## src/rtl/jam_assign_solver_if.sv

```systemverilog
// Bus between the assignment solver and its host.
// Host side (master) drives start/mode and answers the cost lookup;
// solver side (slave) drives the cost-table address and the result fields.
//   start, mode       : run request and min(0)/max(1) selection
//   W, J, Cost        : worker/job address out, cost entry back (same cycle)
//   busy, Valid       : run in progress / results valid
//   BestCost, MatchCount, BestPerm : results (job of worker k at [k*IW +: IW])
interface jam_assign_solver_if #(
  parameter int unsigned N      = 8,
  parameter int unsigned IW     = 3,
  parameter int unsigned COST_W = 7,
  parameter int unsigned SUM_W  = COST_W + IW,
  parameter int unsigned CNT_W  = 16
);
  logic              start;
  logic              mode;
  logic [IW-1:0]     W;
  logic [IW-1:0]     J;
  logic [COST_W-1:0] Cost;
  logic              busy;
  logic              Valid;
  logic [SUM_W-1:0]  BestCost;
  logic [CNT_W-1:0]  MatchCount;
  logic [N*IW-1:0]   BestPerm;

  modport master (
    output start, mode, Cost,
    input  W, J, busy, Valid, BestCost, MatchCount, BestPerm
  );

  modport slave (
    input  start, mode, Cost,
    output W, J, busy, Valid, BestCost, MatchCount, BestPerm
  );
endinterface

```

## src/rtl/jam_assign_solver.sv

```systemverilog
// Exhaustive N x N job-assignment solver. Walks all permutations in
// lexicographic order, sums Cost(k, perm[k]) over N cycles per permutation,
// and keeps the best total, its match count and the first permutation hitting it.
// Ports:
//   CLK  : clock, rising edge
//   RST  : synchronous active-high reset, aborts any run
//   bus  : jam_assign_solver_if.slave (start/mode in, W/J/Cost lookup, results out)
module jam_assign_solver #(
  parameter int unsigned N      = 8,
  parameter int unsigned IW     = (N <= 2) ? 1 : $clog2(N),
  parameter int unsigned COST_W = 7,
  parameter int unsigned SUM_W  = COST_W + IW,
  parameter int unsigned CNT_W  = 16
) (
  input logic               CLK,
  input logic               RST,
  jam_assign_solver_if.slave bus
);
  typedef logic [N-1:0][IW-1:0] perm_t;
  typedef enum logic [2:0] {S_IDLE, S_INIT, S_SUM, S_NEXT, S_DONE} state_t;

  function automatic perm_t identity();
    perm_t p;
    for (int k = 0; k < int'(N); k++) p[k] = IW'(k);
    return p;
  endfunction

  state_t            state_q, state_d;
  logic              mode_q, mode_d;
  logic              busy_q, busy_d;
  logic              valid_q, valid_d;
  logic [IW-1:0]     w_q, w_d;
  logic [IW-1:0]     j_q, j_d;
  logic [IW-1:0]     k_q, k_d;
  logic [SUM_W-1:0]  acc_q, acc_d;
  logic [SUM_W-1:0]  best_q, best_d;
  logic [CNT_W-1:0]  count_q, count_d;
  logic              first_q, first_d;
  perm_t             perm_q, perm_d;
  perm_t             bperm_q, bperm_d;
  logic [SUM_W-1:0]  best_cost_q, best_cost_d;
  logic [CNT_W-1:0]  match_count_q, match_count_d;
  perm_t             best_perm_q, best_perm_d;

  logic              accept;
  logic              last_k;
  logic [IW-1:0]     k_nx;
  logic              better;

  assign accept = bus.start && !busy_q && (state_q == S_IDLE);
  assign last_k = (k_q == IW'(N - 1));
  assign k_nx   = k_q + IW'(1);

  // Next lexicographic permutation of perm_q
  logic          has_pivot;
  logic [IW-1:0] piv, succ;
  perm_t         swp, nxt;
  always_comb begin
    has_pivot = 1'b0;
    piv       = '0;
    succ      = '0;
    for (int i = 0; i < int'(N) - 1; i++)
      if (perm_q[i] < perm_q[i+1]) begin
        has_pivot = 1'b1;
        piv       = IW'(i);
      end
    for (int j = 0; j < int'(N); j++)
      if ((IW'(j) > piv) && (perm_q[j] > perm_q[piv])) succ = IW'(j);
    swp       = perm_q;
    swp[piv]  = perm_q[succ];
    swp[succ] = perm_q[piv];
    // Tail after the pivot is descending; reversing it makes it ascending.
    nxt = swp;
    for (int p = 0; p < int'(N) - 1; p++)
      for (int k = p + 1; k < int'(N); k++)
        if (piv == IW'(p)) nxt[k] = swp[int'(N) + p - k];
  end

  // State register
  always_ff @(posedge CLK) begin
    if (RST) state_q <= S_IDLE;
    else     state_q <= state_d;
  end

  // Next-state logic
  always_comb begin
    state_d = state_q;
    case (state_q)
      S_IDLE:  if (accept) state_d = S_INIT;
      S_INIT:  state_d = S_SUM;
      S_SUM:   if (last_k) state_d = S_NEXT;
      S_NEXT:  state_d = has_pivot ? S_SUM : S_DONE;
      S_DONE:  state_d = S_IDLE;
      default: state_d = S_IDLE;
    endcase
  end

  // Datapath and output next values
  always_comb begin
    mode_d        = mode_q;
    busy_d        = busy_q;
    valid_d       = valid_q;
    w_d           = w_q;
    j_d           = j_q;
    k_d           = k_q;
    acc_d         = acc_q;
    best_d        = best_q;
    count_d       = count_q;
    first_d       = first_q;
    perm_d        = perm_q;
    bperm_d       = bperm_q;
    best_cost_d   = best_cost_q;
    match_count_d = match_count_q;
    best_perm_d   = best_perm_q;
    better        = mode_q ? (acc_q > best_q) : (acc_q < best_q);
    case (state_q)
      S_IDLE: begin
        if (accept) begin
          mode_d  = bus.mode;
          busy_d  = 1'b1;
          valid_d = 1'b0;
        end
      end
      S_INIT: begin
        perm_d  = identity();
        bperm_d = identity();
        best_d  = mode_q ? '0 : '1;
        count_d = '0;
        first_d = 1'b1;
        acc_d   = '0;
        k_d     = '0;
        w_d     = '0;
        j_d     = '0;
      end
      S_SUM: begin
        // W/J were registered one cycle ahead, so Cost matches worker k_q now.
        acc_d = acc_q + SUM_W'(bus.Cost);
        if (!last_k) begin
          k_d = k_nx;
          w_d = k_nx;
          j_d = perm_q[k_nx];
        end
      end
      S_NEXT: begin
        first_d = 1'b0;
        if (first_q || better) begin
          best_d  = acc_q;
          count_d = CNT_W'(1);
          bperm_d = perm_q;
        end else if (acc_q == best_q) begin
          count_d = count_q + CNT_W'(1);
        end
        acc_d = '0;
        k_d   = '0;
        if (has_pivot) begin
          perm_d = nxt;
          w_d    = '0;
          j_d    = nxt[0];
        end
      end
      S_DONE: begin
        best_cost_d   = best_q;
        match_count_d = count_q;
        best_perm_d   = bperm_q;
        valid_d       = 1'b1;
        busy_d        = 1'b0;
      end
      default: ;
    endcase
  end

  // Datapath registers
  always_ff @(posedge CLK) begin
    if (RST) begin
      mode_q        <= 1'b0;
      busy_q        <= 1'b0;
      valid_q       <= 1'b0;
      w_q           <= '0;
      j_q           <= '0;
      k_q           <= '0;
      acc_q         <= '0;
      best_q        <= '1;
      count_q       <= '0;
      first_q       <= 1'b1;
      perm_q        <= identity();
      bperm_q       <= identity();
      best_cost_q   <= '1;
      match_count_q <= '0;
      best_perm_q   <= identity();
    end else begin
      mode_q        <= mode_d;
      busy_q        <= busy_d;
      valid_q       <= valid_d;
      w_q           <= w_d;
      j_q           <= j_d;
      k_q           <= k_d;
      acc_q         <= acc_d;
      best_q        <= best_d;
      count_q       <= count_d;
      first_q       <= first_d;
      perm_q        <= perm_d;
      bperm_q       <= bperm_d;
      best_cost_q   <= best_cost_d;
      match_count_q <= match_count_d;
      best_perm_q   <= best_perm_d;
    end
  end

  assign bus.W          = w_q;
  assign bus.J          = j_q;
  assign bus.busy       = busy_q;
  assign bus.Valid      = valid_q;
  assign bus.BestCost   = best_cost_q;
  assign bus.MatchCount = match_count_q;
  assign bus.BestPerm   = best_perm_q;
endmodule
```

## src/flat_wrapper.sv

```systemverilog
// flat-port wrapper written by rule: the top's interface ports become plain ports
module jam_assign_solver_flat 
#(
  parameter int unsigned N      = 8,
  parameter int unsigned IW     = (N <= 2) ? 1 : $clog2(N),
  parameter int unsigned COST_W = 7,
  parameter int unsigned SUM_W  = COST_W + IW,
  parameter int unsigned CNT_W  = 16
)
  (CLK, RST, bus_start, bus_mode, bus_Cost, bus_W, bus_J, bus_busy, bus_Valid, bus_BestCost, bus_MatchCount, bus_BestPerm);
  jam_assign_solver_if #(.N(N), .IW(IW), .COST_W(COST_W), .SUM_W(SUM_W), .CNT_W(CNT_W)) bus_i ();
  input logic CLK;
  input logic RST;
  input wire logic [$bits(bus_i.start)-1:0] bus_start;
  input wire logic [$bits(bus_i.mode)-1:0] bus_mode;
  input wire logic [$bits(bus_i.Cost)-1:0] bus_Cost;
  output wire logic [$bits(bus_i.W)-1:0] bus_W;
  output wire logic [$bits(bus_i.J)-1:0] bus_J;
  output wire logic [$bits(bus_i.busy)-1:0] bus_busy;
  output wire logic [$bits(bus_i.Valid)-1:0] bus_Valid;
  output wire logic [$bits(bus_i.BestCost)-1:0] bus_BestCost;
  output wire logic [$bits(bus_i.MatchCount)-1:0] bus_MatchCount;
  output wire logic [$bits(bus_i.BestPerm)-1:0] bus_BestPerm;
  assign bus_i.start = bus_start;
  assign bus_i.mode = bus_mode;
  assign bus_i.Cost = bus_Cost;
  assign bus_W = bus_i.W;
  assign bus_J = bus_i.J;
  assign bus_busy = bus_i.busy;
  assign bus_Valid = bus_i.Valid;
  assign bus_BestCost = bus_i.BestCost;
  assign bus_MatchCount = bus_i.MatchCount;
  assign bus_BestPerm = bus_i.BestPerm;
  jam_assign_solver #(.N(N), .IW(IW), .COST_W(COST_W), .SUM_W(SUM_W), .CNT_W(CNT_W)) u_core (.CLK(CLK), .RST(RST), .bus(bus_i));
endmodule
```

## config.mk

```make
export PLATFORM = sky130hd
export DESIGN_NAME = jam_assign_solver_flat
export DESIGN_NICKNAME = d
export VERILOG_FILES = /design/src/rtl/jam_assign_solver_if.sv /design/src/rtl/jam_assign_solver.sv /design/src/flat_wrapper.sv
export SDC_FILE = /design/constraint.sdc
export NUM_CORES = 1
export LEC_CHECK = 0
export BUFFER_PORTS_ARGS = -buffer_cell sky130_fd_sc_hd__buf_2
export CELL_PAD_IN_SITES_DETAIL_PLACEMENT = 0
export CELL_PAD_IN_SITES_GLOBAL_PLACEMENT = 1
export CORE_MARGIN = 1
export CORE_UTILIZATION = 46
export CTS_CLUSTER_DIAMETER = 80
export CTS_CLUSTER_SIZE = 16
export DETAILED_ROUTE_END_ITERATION = 7
export GPL_TIMING_DRIVEN = 0
export HOLD_SLACK_MARGIN = 0.1
export PLACE_DENSITY_LB_ADDON = 0.2
export SYNTH_ARGS = -nofsm -noshare
export SYNTH_HDL_FRONTEND = slang
export SYNTH_SLANG_ARGS = --single-unit
```

## constraint.sdc

```tcl
create_clock -name CLK -period 6.55 [get_ports CLK]
set_clock_uncertainty 0.1 [all_clocks]
set_input_delay 0.655 -clock CLK [delete_from_list [all_inputs] [get_ports CLK]]
set_output_delay 0.655 -clock CLK [all_outputs]
set_load 0.02 [all_outputs]
```

; ---- After elaboration in Yosys (flattened, before gate mapping)
; Index checks and enable logic that the tools add are counted.
[word_totals]
regBits = 150
inputBits = 11
output_inout_bits = 58
wordCells = 201
[classes]
n_addsub = 3
order_cmp = 28
eq_ne = 18
muxes = 87
reduce_logical = 28
[op_table]
columns = cell, count
row1 = 3-bit 2-to-1 mux, 46
row2 = 24-bit one-hot mux with 2 select lines, 2
row3 = 24-bit bitwise mux, 2
row4 = 24-bit 2-to-1 mux, 2
row5 = 10-bit one-hot mux with 2 select lines, 2
row6 = 16-bit 2-to-1 mux, 2
row7 = 16-bit one-hot mux with 2 select lines, 1
row8 = 3-bit binary-select mux with 3-bit select, 3
row9 = 3-bit greater-than comparator, 7
row10 = 3-bit < comparator, 7
row11 = 10-bit 2-to-1 mux, 2
row12 = 3-bit demux with 3-bit select, 2
row13 = 3-bit one-hot mux with 3 select lines, 2
row14 = 16-bit by 1-bit adder with 16-bit output (second input constant), 1
row15 = 3-bit == test (second input constant), 5
row16 = 2-bit AND reduction, 7
row17 = 3-bit by 2-bit == test with 1-bit output (second input constant), 4
row18 = 3-bit greater-than comparator (first input constant), 4
row19 = 3-bit by 4-bit < comparator with 1-bit output (second input constant), 3
row20 = 1-bit 2-to-1 mux, 12
row21 = 3-bit one-hot mux with 4 select lines, 1
row22 = 1-bit logical AND, 11
row23 = 10-bit by 7-bit adder with 10-bit output, 1
row24 = 10-bit == test, 1
row25 = 20 further kinds, 34

; ---- Depth between registers and ports, before layout
[logic_depth]
depth_word = 32
depth_mapped = 26

; ---- Least setup slack after synthesis
; Ideal clock, no wire load.
[synth_path]
kind = reg-to-reg
startpoint = register u_core.perm_q[10] (netlist bit)
endpoint = register u_core.perm_q[23] (netlist bit)
t_arrival_ns = 5.490
t_required_ns = 6.364
slack_ns = 0.874
path_stages_with_launch = 24
path_buffers = 2
period_less_slack_ns = 5.676
path_cell_list = dfxtp_1 clkbuf_1 inv_1 ha_1 nand2_1 o21a_2 o21ai_0 o211ai_1 o211ai_1 a31oi_1 mux2i_1 ha_1 a21boi_0 o221ai_1 a31oi_1 a21oi_1 o221ai_1 or3_1 buf_2 nor3_2 mux2_2 o211ai_1 a31oi_1 a211oi_1
[synth_between]
elab_chain_cells = 31
word_cells_on_any_way = 74
[synth_lines]
columns = item, line_no
row1 = start: declaration, jam_assign_solver.sv:39  ; perm_t perm_q, perm_d;
row2 = start signal: assignment, jam_assign_solver.sv:185  ; perm_q <= identity();
row3 = start signal: assignment, jam_assign_solver.sv:201  ; perm_q <= perm_d;
row4 = 3-bit < comparator, jam_assign_solver.sv:63  ; if (perm_q[i] < perm_q[i+1]) begin
row5 = 2-bit 2-to-1 mux (2 in series), jam_assign_solver.sv:63
row6 = 3-bit 2-to-1 mux (3 in series), jam_assign_solver.sv:63
row7 = 3-bit binary-select mux with 3-bit select, -
row8 = 3-bit 2-to-1 mux (not written as such), "jam_assign_solver.sv:68, jam_assign_solver.sv:71"
row9 = 3-bit greater-than comparator, jam_assign_solver.sv:68  ; if ((IW'(j) > piv) && (perm_q[j] > perm_q[piv])) succ = IW'(j);
row10 = 1-bit logical AND, jam_assign_solver.sv:68
row11 = 1-bit 2-to-1 mux, jam_assign_solver.sv:68
row12 = (+6 left out), -
row13 = 3-bit by 4-bit < comparator with 1-bit output (not written as such) / 3-bit by 1-bit greater-or-equal comparator with 1-bit output (equally long branches), jam_assign_solver.sv:71  ; swp[succ] = perm_q[piv];
row14 = 1-bit logical AND (not written as such), jam_assign_solver.sv:71
row15 = 3-bit 2-to-1 mux (not written as such), jam_assign_solver.sv:71
row16 = 3-bit demux with 3-bit select, -
row17 = 24-bit bitwise mux, jam_assign_solver.sv:71
row18 = 3-bit 2-to-1 mux (7 in series), jam_assign_solver.sv:76  ; if (piv == IW'(p)) nxt[k] = swp[int'(N) + p - k];
row19 = 24-bit 2-to-1 mux, jam_assign_solver.sv:155  ; if (has_pivot) begin
row20 = 24-bit one-hot mux with 2 select lines, jam_assign_solver.sv:116  ; case (state_q)
; Several ways; a longest one is shown, not always the timed one. The select of a mux whose other input is x is not followed.
; A chain may end at the register's enable or synchronous reset.

; ---- Worst setup path in the final report
[layout_path]
startpoint = register u_core.perm_q[23] (netlist bit)
endpoint = register u_core.perm_q[11] (netlist bit)
[layout_between]
elab_chain_cells = 23
word_cells_on_any_way = 57
[layout_lines]
columns = item, line_no
row1 = 3-bit < comparator, jam_assign_solver.sv:63
row2 = 3-bit 2-to-1 mux, jam_assign_solver.sv:63
row3 = 3-bit binary-select mux with 3-bit select, -
row4 = 3-bit 2-to-1 mux (not written as such), "jam_assign_solver.sv:68, jam_assign_solver.sv:71"
row5 = 3-bit greater-than comparator, jam_assign_solver.sv:68
row6 = 1-bit logical AND, jam_assign_solver.sv:68
row7 = 1-bit 2-to-1 mux, jam_assign_solver.sv:68
row8 = 2-bit 2-to-1 mux (2 in series), jam_assign_solver.sv:68
row9 = 3-bit 2-to-1 mux (4 in series), jam_assign_solver.sv:68
row10 = 3-bit by 4-bit < comparator with 1-bit output (not written as such) / 3-bit by 1-bit greater-or-equal comparator with 1-bit output (equally long branches), jam_assign_solver.sv:71
row11 = 1-bit logical AND (not written as such), jam_assign_solver.sv:71
row12 = 3-bit 2-to-1 mux (not written as such), jam_assign_solver.sv:71
row13 = 3-bit demux with 3-bit select, -
row14 = 24-bit bitwise mux, jam_assign_solver.sv:71
row15 = 3-bit 2-to-1 mux (3 in series), jam_assign_solver.sv:76
row16 = 24-bit 2-to-1 mux, jam_assign_solver.sv:155
row17 = 24-bit one-hot mux with 2 select lines, jam_assign_solver.sv:116
; Several ways; a longest one is shown, not always the timed one. The select of a mux whose other input is x is not followed.

==> flow_summary.ini <==
[placed_design]
hpwl_mm = 27.6
portBuffers = 67
gp_congestion = 0.976
dpl_cell_area_sq_um = 10200

[timing]
worstMarginPinSlew_ns = 1.10
setup_viol = 0
maxSlewViolCount = 0
max_slew_margin = 0.260
fmax_mhz = 158
timing.final.crit_share = 0.969
layout_min_cycle_time_ns = 6.34
tns_ns = 0
hold_viol = 0
worst_hold_slack_ns = 0.354

[job]
drv_cap = 0

[global_route]
grt_max_degree = 18
grt_pass1_wl_mm = 56.4
globalRouteOverflowTotal = 0
gr-usage-all-layers = 0.348
grt_pass1_vias = 9429
antenna_found_initial = 2

[finish]
fill_cells = 2039
syn_to_final_growth_pct = 17.0
final_cell_area_sq_um = 11200
nets = 1386
final_common_cell = nand2_1
final_core_utilization = 0.549
drive_gt1_frac = 0.152
layout_common_cells = 194 x nand2_1, 148 x dfxtp_1, 95 x nor2_1, 88 x a21oi_1, 74 x buf_2

[synth]
yosysSeqAreaShare = 0.315
yosys.area.top_type = dfxtp_1
synth-seq-cells = 150
netlist.area_leader.share = 0.315
synthCells = 1224
ys_warn_count = 0
synth_edf_count = 0
synth_area_sq_um = 9530
async_flop_share = 0
synthFlopType = dfxtp_1
synth.distinct_cells = 88
avgSynthCellArea_sq_um = 7.79
synth_fp_nets = 1284
synthTopCellsByArea = dfxtp_1 32%, nand2_1 7.7%, ha_1 6.3%, a21oi_1 4.6%, nor2_1 3.8%

[status]
outcome = finished clean

[setup_path]
critPathCaptureType = register
start_kind = register
crit_fanout = 10
worst_ep_arrival_time_ns = 6.59
reg2reg_from = u_core.perm_q[23]$_SDFFE_PP1P_
worstPathRequired_ns = 6.79
startpoint = u_core.perm_q[23]$_SDFFE_PP1P_
path_class = register to register

[detailed_routing]
totalWireLength_mm = 37.1
drtIter0Drc = 1074
drt_pass1_iterations = 7
wl_per_cell_um = 23.1
ant_nets = 0
viasPerCell = 6.40
drc_errors = 0
route.vias.total = 10300

[floorplanning]
coreArea_sq_um = 20300
die_height_um = 146
initial_core_util = 0.470
die_area_sq_um = 21300
rows = 52
die_w_um = 146
io_pins = 69

[clock_tree]
cts_made_buffers = 17
root_buffer = clkbuf_16
cts.sinks = 150
clk_path_buf_depth = 2
cts_tree = done
htree_num_levels = 4
clkTransAtPathRegs_ns = 0.08
clk_latency_ns = 0.44

[power_and_ir_drop]
p_leak_uw = 0.00442
switchingPower_uw = 619
ir_drop_mv = 0.173
p_comb_frac = 0.094
p_clk_frac = 0.469
p_sw_frac = 0.291
p_int_uw = 1510
pwr_density_cell_nw_per_um2 = 191
p_seq_frac = 0.437

[worst_hold_path]
min-delay-start = u_core.bus.BestPerm[5]$_SDFFE_PP0P_
hp-class = register to register
## area by class of cell
cell class	count	area (sq um)	share of cell area
diodes	1	2.50	0.000224
plain buffers	74	318	0.0285
clock buffers	18	439	0.0394
clock inverters	14	158	0.0141
inverters	50	195	0.0175
multi-input cells	950	6240	0.559
flip-flops and latches	150	3010	0.270
well taps	270	338	0.0303
repair buffers	83	459	0.0412
## through the flow
step           power [uW]  setup WS [ns]  std cells
2_1_floorplan        1080          0.874       1224
3_3_place_gp         1140          -1.67       1561
3_5_place_dp         1140          -1.53       1562
4_1_cts              2130        0.00192       1599
5_1_grt              2200        -0.0193       1609
6_report             2130          0.206       1610
## worst paths after layout
path / end / slack [ns] / depth (start not counted)
min: u_core.bus.BestPerm[5]$_SDFFE_PP0P_ / 0.35 / 2
max reg2reg: u_core.perm_q[11]$_SDFFE_PP0P_ / 0.21 / 21
min reg2reg: u_core.bus.BestPerm[5]$_SDFFE_PP0P_ / 0.35 / 2
max: u_core.perm_q[11]$_SDFFE_PP0P_ / 0.21 / 21
## cell usage after synthesis, drive strengths merged, types with 8 or more instances
master	instances
a211oi	31
a21boi	10
a21o	14
a21oi	89
a22o	13
a31oi	25
a32oi	9
and3	11
and4	9
buf	14
clkbuf	60
dfxtp	150
ha	48
inv	49
mux2	14
mux2i	19
nand2	196
nand3	55
nor2	98
nor2b	9
nor3	36
nor4	8
nor4b	8
o211ai	32
o21a	19
o21ai	63
o22ai	16
o31ai	8
or3	8
## state kept, by name, summed over array words and instances (netlist names), 3 cells and up
| register | count |
|---|---|
| u_core.k_q | 3 |
| u_core.bperm_q | 24 |
| u_core.perm_q | 24 |
| u_core.state_q | 3 |
| u_core.bus.J | 3 |
| u_core.bus.W | 3 |
| u_core.acc_q | 10 |
| u_core.bus.BestPerm | 24 |
| u_core.best_q | 10 |
| u_core.bus.BestCost | 10 |
| u_core.bus.MatchCount | 16 |
| u_core.count_q | 16 |
## critical path, stage by stage (launching register included)
cell and delay (ns):
dfxtp_1 0.58, inv_1 0.30, ha_1 0.35, nor2_1 0.08, a21oi_1 0.28, clkbuf_1 0.66
mux2i_4 0.39, clkinvlp_4 0.10, buf_4 0.17, ha_1 0.29, nand3_1 0.08, a31oi_1 0.19
o21ai_0 0.19, a21oi_1 0.27, o221ai_4 0.23, or3_1 0.34, buf_2 0.21, nor3_2 0.47
nor3_1 0.12, a21oi_1 0.39, nand3_1 0.17, a311oi_1 0.26
## per-layer routing
| metal | wire length [um] | track usage | share of wire |
|---|---|---|---|
| met3 | 2710 | 0.0639 | 0.073 |
| met4 | 2640 | 0.219 | 0.071 |
| met5 | 0 | 0 | 0 |
| met1 | 15200 | 0.435 | 0.41 |
| met2 | 16500 | 0.555 | 0.45 |
## cells by family (layout without fill, tap and decap cells)
family | count (synthesis) | count (layout) | synth area share
compound gates | 388 | 388 | 0.280
xor+xnor | 7 | 7 | 0.00643
mux | 39 | 39 | 0.0507
other cells | 0 | 1 | 0
simple gates | 466 | 466 | 0.229
buf+inv | 124 | 239 | 0.0521
fa+ha+maj | 50 | 50 | 0.0663
flops | 150 | 150 | 0.315
## power groups by stage
stage          combinational (uW)  sequential [uW]  clock, uW
2_1_floorplan                 123              952          0
3_3_place_gp                  185              951          0
3_5_place_dp                  186              951          0
4_1_cts                       191              930       1010
5_1_grt                       215              931       1050
6_report                      200              930        997
## repair_timing
| item | CTS | global route |
|---|---|---|
| cloned | 0 | 0 |
| buffers inserted | 5 | 10 |
| pin swaps | 0 | 4 |
| resized for setup | 15 | 32 |
| hold buffers | 0 | 0 |
| endpoints found under the setup margin | 27 | 26 |
(Power assumes the default switching activity.)
